[config.mk]
export PLATFORM = sky130hd
export DESIGN_NAME = fir_stream_master
export DESIGN_NICKNAME = d
export VERILOG_FILES = /design/src/rtl/fir_stream_pkg.sv /design/src/rtl/fir_result_fifo.sv /design/src/rtl/fir_stream_master.sv
export SDC_FILE = /design/constraint.sdc
export NUM_CORES = 1
export LEC_CHECK = 0
export ABC_AREA = 0
export BUFFER_PORTS_ARGS = -buffer_cell sky130_fd_sc_hd__buf_4
export CORE_ASPECT_RATIO = 1.2
export CORE_MARGIN = 5
export CORE_UTILIZATION = 35
export CTS_CLUSTER_SIZE = 12
export DETAILED_ROUTE_END_ITERATION = 10
export SETUP_SLACK_MARGIN = 0.4
export SLEW_MARGIN = 15
export SYNTH_ARGS = -nofsm -noshare
export SYNTH_HDL_FRONTEND = slang
export SYNTH_HIERARCHICAL = 1
export SYNTH_SLANG_ARGS = --single-unit
[constraint.sdc]
create_clock -name i_clk -period 6.7 [get_ports i_clk]
set_input_delay 0.67 -clock i_clk [delete_from_list [all_inputs] [get_ports i_clk]]
set_output_delay 0.67 -clock i_clk [all_outputs]
set_load 0.02 [all_outputs]
[src/rtl/fir_stream_pkg.sv]
// fir_stream_pkg: shared FSM state codes and the FIFO count-width helper for fir_stream_master
package fir_stream_pkg;

    localparam logic [1:0] ST_IDLE        = 2'd0;
    localparam logic [1:0] ST_PRESENT     = 2'd1;
    localparam logic [1:0] ST_WAIT_RESULT = 2'd2;
    localparam logic [1:0] ST_ACK         = 2'd3;

    // The occupancy counter must represent 0..depth, hence one bit more than the pointers.
    function automatic int count_width(input int depth);
        return $clog2(depth) + 1;
    endfunction

endpackage

[src/rtl/fir_result_fifo.sv]
// fir_result_fifo: first-word fall-through result FIFO between the filter and the downstream stream
//   i_clk, i_rst          clock, synchronous active-high reset (empties the FIFO)
//   i_push, iv_wdata      write request and data; ignored when full
//   i_pop, ov_rdata       read request; ov_rdata shows the head entry (0 when empty)
//   o_full, o_empty       occupancy flags
//   ov_count              number of stored entries, 0..FIFO_DEPTH
module fir_result_fifo
    import fir_stream_pkg::*;
#(
    parameter int DATA_WIDTH = 24,
    parameter int FIFO_DEPTH = 8
) (
    input  logic                                  i_clk,
    input  logic                                  i_rst,
    input  logic                                  i_push,
    input  logic [DATA_WIDTH-1:0]                 iv_wdata,
    input  logic                                  i_pop,
    output logic [DATA_WIDTH-1:0]                 ov_rdata,
    output logic                                  o_full,
    output logic                                  o_empty,
    output logic [count_width(FIFO_DEPTH)-1:0]    ov_count
);

    localparam int AW = $clog2(FIFO_DEPTH);
    localparam int CW = count_width(FIFO_DEPTH);

    logic [DATA_WIDTH-1:0] mem_q [FIFO_DEPTH];
    logic [AW-1:0]         wr_ptr_q, wr_ptr_d;
    logic [AW-1:0]         rd_ptr_q, rd_ptr_d;
    logic [CW-1:0]         count_q, count_d;
    logic                  push_ok, pop_ok;

    // Pointers are exactly log2(depth) bits wide, so they wrap modulo the depth on their own.
    always_comb begin
        o_full   = count_q == CW'(FIFO_DEPTH);
        o_empty  = count_q == '0;
        push_ok  = i_push && !o_full;
        pop_ok   = i_pop && !o_empty;
        wr_ptr_d = push_ok ? wr_ptr_q + 1'b1 : wr_ptr_q;
        rd_ptr_d = pop_ok ? rd_ptr_q + 1'b1 : rd_ptr_q;
        count_d  = count_q + CW'(push_ok) - CW'(pop_ok);
        ov_rdata = o_empty ? '0 : mem_q[rd_ptr_q];
        ov_count = count_q;
    end

    always_ff @(posedge i_clk) begin
        if (i_rst) begin
            wr_ptr_q <= '0;
            rd_ptr_q <= '0;
            count_q  <= '0;
        end else begin
            wr_ptr_q <= wr_ptr_d;
            rd_ptr_q <= rd_ptr_d;
            count_q  <= count_d;
        end
    end

    always_ff @(posedge i_clk) begin
        if (push_ok) mem_q[wr_ptr_q] <= iv_wdata;
    end

endmodule

[src/rtl/fir_stream_master.sv]
// fir_stream_master: feeds one sample at a time to an external FIR filter and queues its results
//   i_clk, i_rst                                   clock, synchronous active-high reset
//   iv_s_data, i_s_valid, o_s_ready                upstream sample stream (valid/ready)
//   ov_fir_din, o_fir_din_valid, i_fir_ready       sample to filter; i_fir_ready is a consume pulse
//   iv_fir_dout, i_fir_dout_valid, o_fir_dout_ready result from filter; o_fir_dout_ready is an ack pulse
//   ov_m_data, o_m_valid, i_m_ready                downstream result stream (valid/ready, FWFT)
//   ov_fifo_count, o_busy, o_timeout               status
// Optional feature: define FIR_STREAM_TIMEOUT_EN to enable the result watchdog (TIMEOUT_CYCLES);
// otherwise o_timeout is tied low and the FSM waits for a result indefinitely.
module fir_stream_master
    import fir_stream_pkg::*;
#(
    parameter int DATA_WIDTH     = 24,
    parameter int FIFO_DEPTH     = 8,
    parameter int TIMEOUT_CYCLES = 1024
) (
    input  logic                                  i_clk,
    input  logic                                  i_rst,
    input  logic [DATA_WIDTH-1:0]                 iv_s_data,
    input  logic                                  i_s_valid,
    output logic                                  o_s_ready,
    output logic [DATA_WIDTH-1:0]                 ov_fir_din,
    output logic                                  o_fir_din_valid,
    input  logic                                  i_fir_ready,
    input  logic [DATA_WIDTH-1:0]                 iv_fir_dout,
    input  logic                                  i_fir_dout_valid,
    output logic                                  o_fir_dout_ready,
    output logic [DATA_WIDTH-1:0]                 ov_m_data,
    output logic                                  o_m_valid,
    input  logic                                  i_m_ready,
    output logic [count_width(FIFO_DEPTH)-1:0]    ov_fifo_count,
    output logic                                  o_busy,
    output logic                                  o_timeout
);

    if (FIFO_DEPTH < 2 || (FIFO_DEPTH & (FIFO_DEPTH - 1)) != 0) begin : g_bad_depth
        $error("FIFO_DEPTH must be a power of two and at least 2");
    end
    if (TIMEOUT_CYCLES < 1) begin : g_bad_timeout
        $error("TIMEOUT_CYCLES must be at least 1");
    end

    logic [1:0]            state_q, state_d;
    logic [DATA_WIDTH-1:0] din_q, din_d;
    logic                  accept, push, full, empty, expire;

    // Only IDLE accepts, and only with a free FIFO slot, so a captured result can never overflow.
    assign o_s_ready        = (state_q == ST_IDLE) && !full && !i_rst;
    assign accept           = i_s_valid && o_s_ready;
    assign ov_fir_din       = din_q;
    assign o_fir_din_valid  = state_q == ST_PRESENT;
    assign o_fir_dout_ready = state_q == ST_ACK;
    assign o_busy           = state_q != ST_IDLE;
    assign o_m_valid        = !empty;

    // i_fir_dout_valid is a level and is only looked at in WAIT_RESULT; a result arriving in the
    // same cycle the watchdog expires still wins.
    always_comb begin
        state_d = state_q;
        din_d   = din_q;
        push    = 1'b0;
        case (state_q)
            ST_IDLE: begin
                if (accept) begin
                    din_d   = iv_s_data;
                    state_d = ST_PRESENT;
                end
            end
            ST_PRESENT: begin
                if (i_fir_ready) state_d = ST_WAIT_RESULT;
            end
            ST_WAIT_RESULT: begin
                if (i_fir_dout_valid) begin
                    push    = 1'b1;
                    state_d = ST_ACK;
                end else if (expire) begin
                    state_d = ST_IDLE;
                end
            end
            default: state_d = ST_IDLE;
        endcase
    end

    always_ff @(posedge i_clk) begin
        if (i_rst) begin
            state_q <= ST_IDLE;
            din_q   <= '0;
        end else begin
            state_q <= state_d;
            din_q   <= din_d;
        end
    end

`ifdef FIR_STREAM_TIMEOUT_EN
    localparam int TW = $clog2(TIMEOUT_CYCLES + 1);

    logic [TW-1:0] tmo_cnt_q, tmo_cnt_d;
    logic          timeout_q, timeout_d;

    // The counter holds the number of WAIT_RESULT cycles already spent; it expires on the
    // TIMEOUT_CYCLES-th one and is cleared whenever the FSM is elsewhere.
    always_comb begin
        expire    = (state_q == ST_WAIT_RESULT) && (tmo_cnt_q == TW'(TIMEOUT_CYCLES - 1));
        tmo_cnt_d = ((state_q == ST_WAIT_RESULT) && !i_fir_dout_valid && !expire) ? tmo_cnt_q + 1'b1 : '0;
        timeout_d = timeout_q || (expire && !i_fir_dout_valid);
    end

    always_ff @(posedge i_clk) begin
        if (i_rst) begin
            tmo_cnt_q <= '0;
            timeout_q <= 1'b0;
        end else begin
            tmo_cnt_q <= tmo_cnt_d;
            timeout_q <= timeout_d;
        end
    end

    assign o_timeout = timeout_q;
`else
    assign expire    = 1'b0;
    assign o_timeout = 1'b0;
`endif

    fir_result_fifo #(
        .DATA_WIDTH (DATA_WIDTH),
        .FIFO_DEPTH (FIFO_DEPTH)
    ) u_fifo (
        .i_clk    (i_clk),
        .i_rst    (i_rst),
        .i_push   (push),
        .iv_wdata (iv_fir_dout),
        .i_pop    (i_m_ready),
        .ov_rdata (ov_m_data),
        .o_full   (full),
        .o_empty  (empty),
        .ov_count (ov_fifo_count)
    );

endmodule
==> flow_summary.ini <==
[global_route]
grt_util_all_layers_pct = 13.1
grt_max_degree = 49
grt_pass1_vias = 5207
grt_pass1_wl_um = 29300
grt_remaining_overflow = 0
antenna_found_initial = 1

[timing]
tns_ps = 0
finalClockSkew_ps = 6.20
setup_ws_ps = 3450
max_slew_margin_pct = 27.5
maxSlewViolCount = 0
max_clock_freq_ghz = 0.307
whs_ps = 402
fin_crit_ps = 3250
hold_violations = 0
fin_crit_sh_pct = 48.6
rsz0062_at_grt = false
worst_slew_pin_slew_ps = 1080
setup_viol = 0

[clock_network]
cts.htree.levels = 1
cts_num_sinks = 231
cts_tree = yes
cts_setup_buffers = 0
clkLatencyLatePin_ps = 490
ctsHoldBuffers = 0
cts_root_buf = clkbuf_16
clkTransAtPathRegs_ps = 60
numCtsBuffers = 24
cts_buffer_depth = 3
cts_resized = 0

[detailed_routing]
wl_per_cell_um = 19.8
drc = 0
drt-initial-drc-count = 197
vias = 4772
wirelength_um = 18900
antenna_left = 0
firstDrtPassIters = 4
via_per_inst = 4.99

[logic_synthesis]
synth_warnings = 6
syn-num-nets = 557
yosys-top-cells-area = edfxtp_1 65%, mux4_2 12%, dfxtp_1 8.8%
synth_top_area_cell = edfxtp_1
yosys.cell_count.top_type = edfxtp_1
avgSynthCellArea_um2 = 18.2
synth_top_family_by_area = multiplexers
yosysSeqAreaShare_pct = 73.4
synth_cell_type_count = 40
synthArstFlopShare_pct = 0
synth-compound-area-share_pct = 4.99
synth-adder-area-share_pct = 1.77
ys_ff_latch = 231
syn_inst = 491
synthTopCellsByCount = 192 x edfxtp_1, 51 x nand2_1, 48 x mux4_2
synth_edf_count = 192
synth-main-ff-cell = edfxtp_1
synthesis.area_um2 = 8920
synth_top_area_share_pct = 64.6
yosys.area_share.simple_pct = 4.63
muxShareOfSynthArea_pct = 12.5
synth_xor_area_share_pct = 0.196

[power_and_ir_drop]
power.leakage_uw = 0.00374
p_per_area_nw_per_um2 = 356
ir_worst_vdd_mv = 0.195

[critical_path]
cpPeakStageDelay_ps = 1000
critPathSlowestCell = dfxtp_4
start_kind = register
crit_family = flip-flops
cp_cell_sequence = mux4_2 > a22o_2 > buf_4
crit_buf_inv = 1
critPathRequiredTime_ps = 6030
arrival_ps = 2580
endpoint_kind = output pin
cp_max_fo = 48
crit_type = register to output pin

[outcome]
run_status = complete, no violations

[die]
initial_core_util_pct = 35.3
fp.dieH_um = 185
die_w_um = 156
ioPinCount = 112
row_count = 64
core_area_um2 = 25300
die-area_um2 = 28800

[place]
dp.cells = 915
pre_cts_ws_ps = 3810
postPlaceCellArea_um2 = 10100
port_buffers = 110
hpwlAfterDp_um = 11000
globalplace.congestion = 0.740

[flow_run]
cap_violations = 0

[hold_path]
hp-class = primary input to register

[finish]
fin_cells = 956
layout-drive-gt1-share_pct = 35.5
synthToLayoutAreaGrowth_pct = 21.5
design_area_um2 = 10800
diodes = 0
fin_nets = 678
[registers in the layout (all words and copies together) (netlist names), named ones only]
signal / flops
u_fifo/mem_q: 192
ov_fir_din: 24
u_fifo/ov_count: 4
u_fifo/rd_ptr_q: 3
u_fifo/wr_ptr_q: 3
state_q: 2
[layout make-up]
| class | count | area, um2 |
|---|---|---|
| Inverter | 14 | 52.6 |
| Tap cell | 330 | 413 |
| Timing Repair Buffer | 121 | 912 |
| Fill cell | 2259 | 14500 |
| Sequential cell | 231 | 6550 |
| Clock buffer | 35 | 693 |
| Multi-Input combinational cell | 220 | 2200 |
| Clock inverter | 5 | 21.3 |
[kinds of logic after synthesis]
logic type                 count (synthesis)
buffers and inverters                     40
xor gates and xnor gates                   2
muxes                                     51
adders and majority gates                 12
DFF                                      231
other                                      1
and+or+nand+nor                           89
AOI/OAI and AO/OA                         65
[worst register-to-register path, delay by kind of cell, from the launching register on]
| family | cells | cell delay [ps] |
|---|---|---|
| and+or+nand+nor | 2 | 1190 |
| DFF | 1 | 350 |
| AOI/OAI and AO/OA | 2 | 860 |
| buffers and inverters | 2 | 220 |
| adders and majority gates | 1 | 200 |
[power breakdown]
part / internal (uW) / switching, uW / total (uW)
clock network: 709 / 496 / 1210
logic: 460 / 495 / 955
registers: 1610 / 88.6 / 1700
[stage by stage]
stage | utilization, % | total power (uW)
6_report | 42.9 | 3860
5_1_grt | 42.9 | 4050
4_1_cts | 42.8 | 3910
3_5_place_dp | 40.0 | 2690
3_3_place_gp | 40.0 | 2670
2_1_floorplan | - | 2340
[final timing paths]
path | startpoint | end | slack (ps) | depth (start not counted)
max reg2reg | u_fifo/ov_count[2]$_SDFF_PP0_ | state_q[0]$_SDFFE_PP0P_ | 3810 | 7
max | register | ov_m_data[0] | 3450 | 3
min | iv_fir_dout[4] | u_fifo/mem_q[2][4]$_DFFE_PP_ | 400 | 1
min reg2reg | ov_fir_din[17]$_SDFFE_PP0P_ | ov_fir_din[17]$_SDFFE_PP0P_ | 460 | 2
[per-layer routing]
metal / GRT usage (%) / wire length [um]
met5: 0 / 7
met4: 2.91 / 212
met3: 3.74 / 1330
met2: 23.7 / 9750
met1: 15.5 / 7630
[cell usage in the layout, fill, tap and decap left out, types with 2 or more instances in the layout]
cell type and instances:
or3_1 2, a31o_2 2, clkbuf_8 3, dfxtp_1 37, a21oi_1 31, mux2_2 2, inv_1 14, ha_1 11
mux4_2 48, o21ai_0 4, clkbuf_16 25, nand2b_1 4, nor2_1 6, nor2_2 4, nor2b_1 4, clkinv_1 3
nand2_1 51, nor3_1 2, buf_4 120, a22o_2 3, clkbuf_1 7, nand3_1 4, clkinv_2 2, nor3_2 4
edfxtp_1 192, and2_1 2, a22o_1 21
Power figures use the tool's default switching activity.
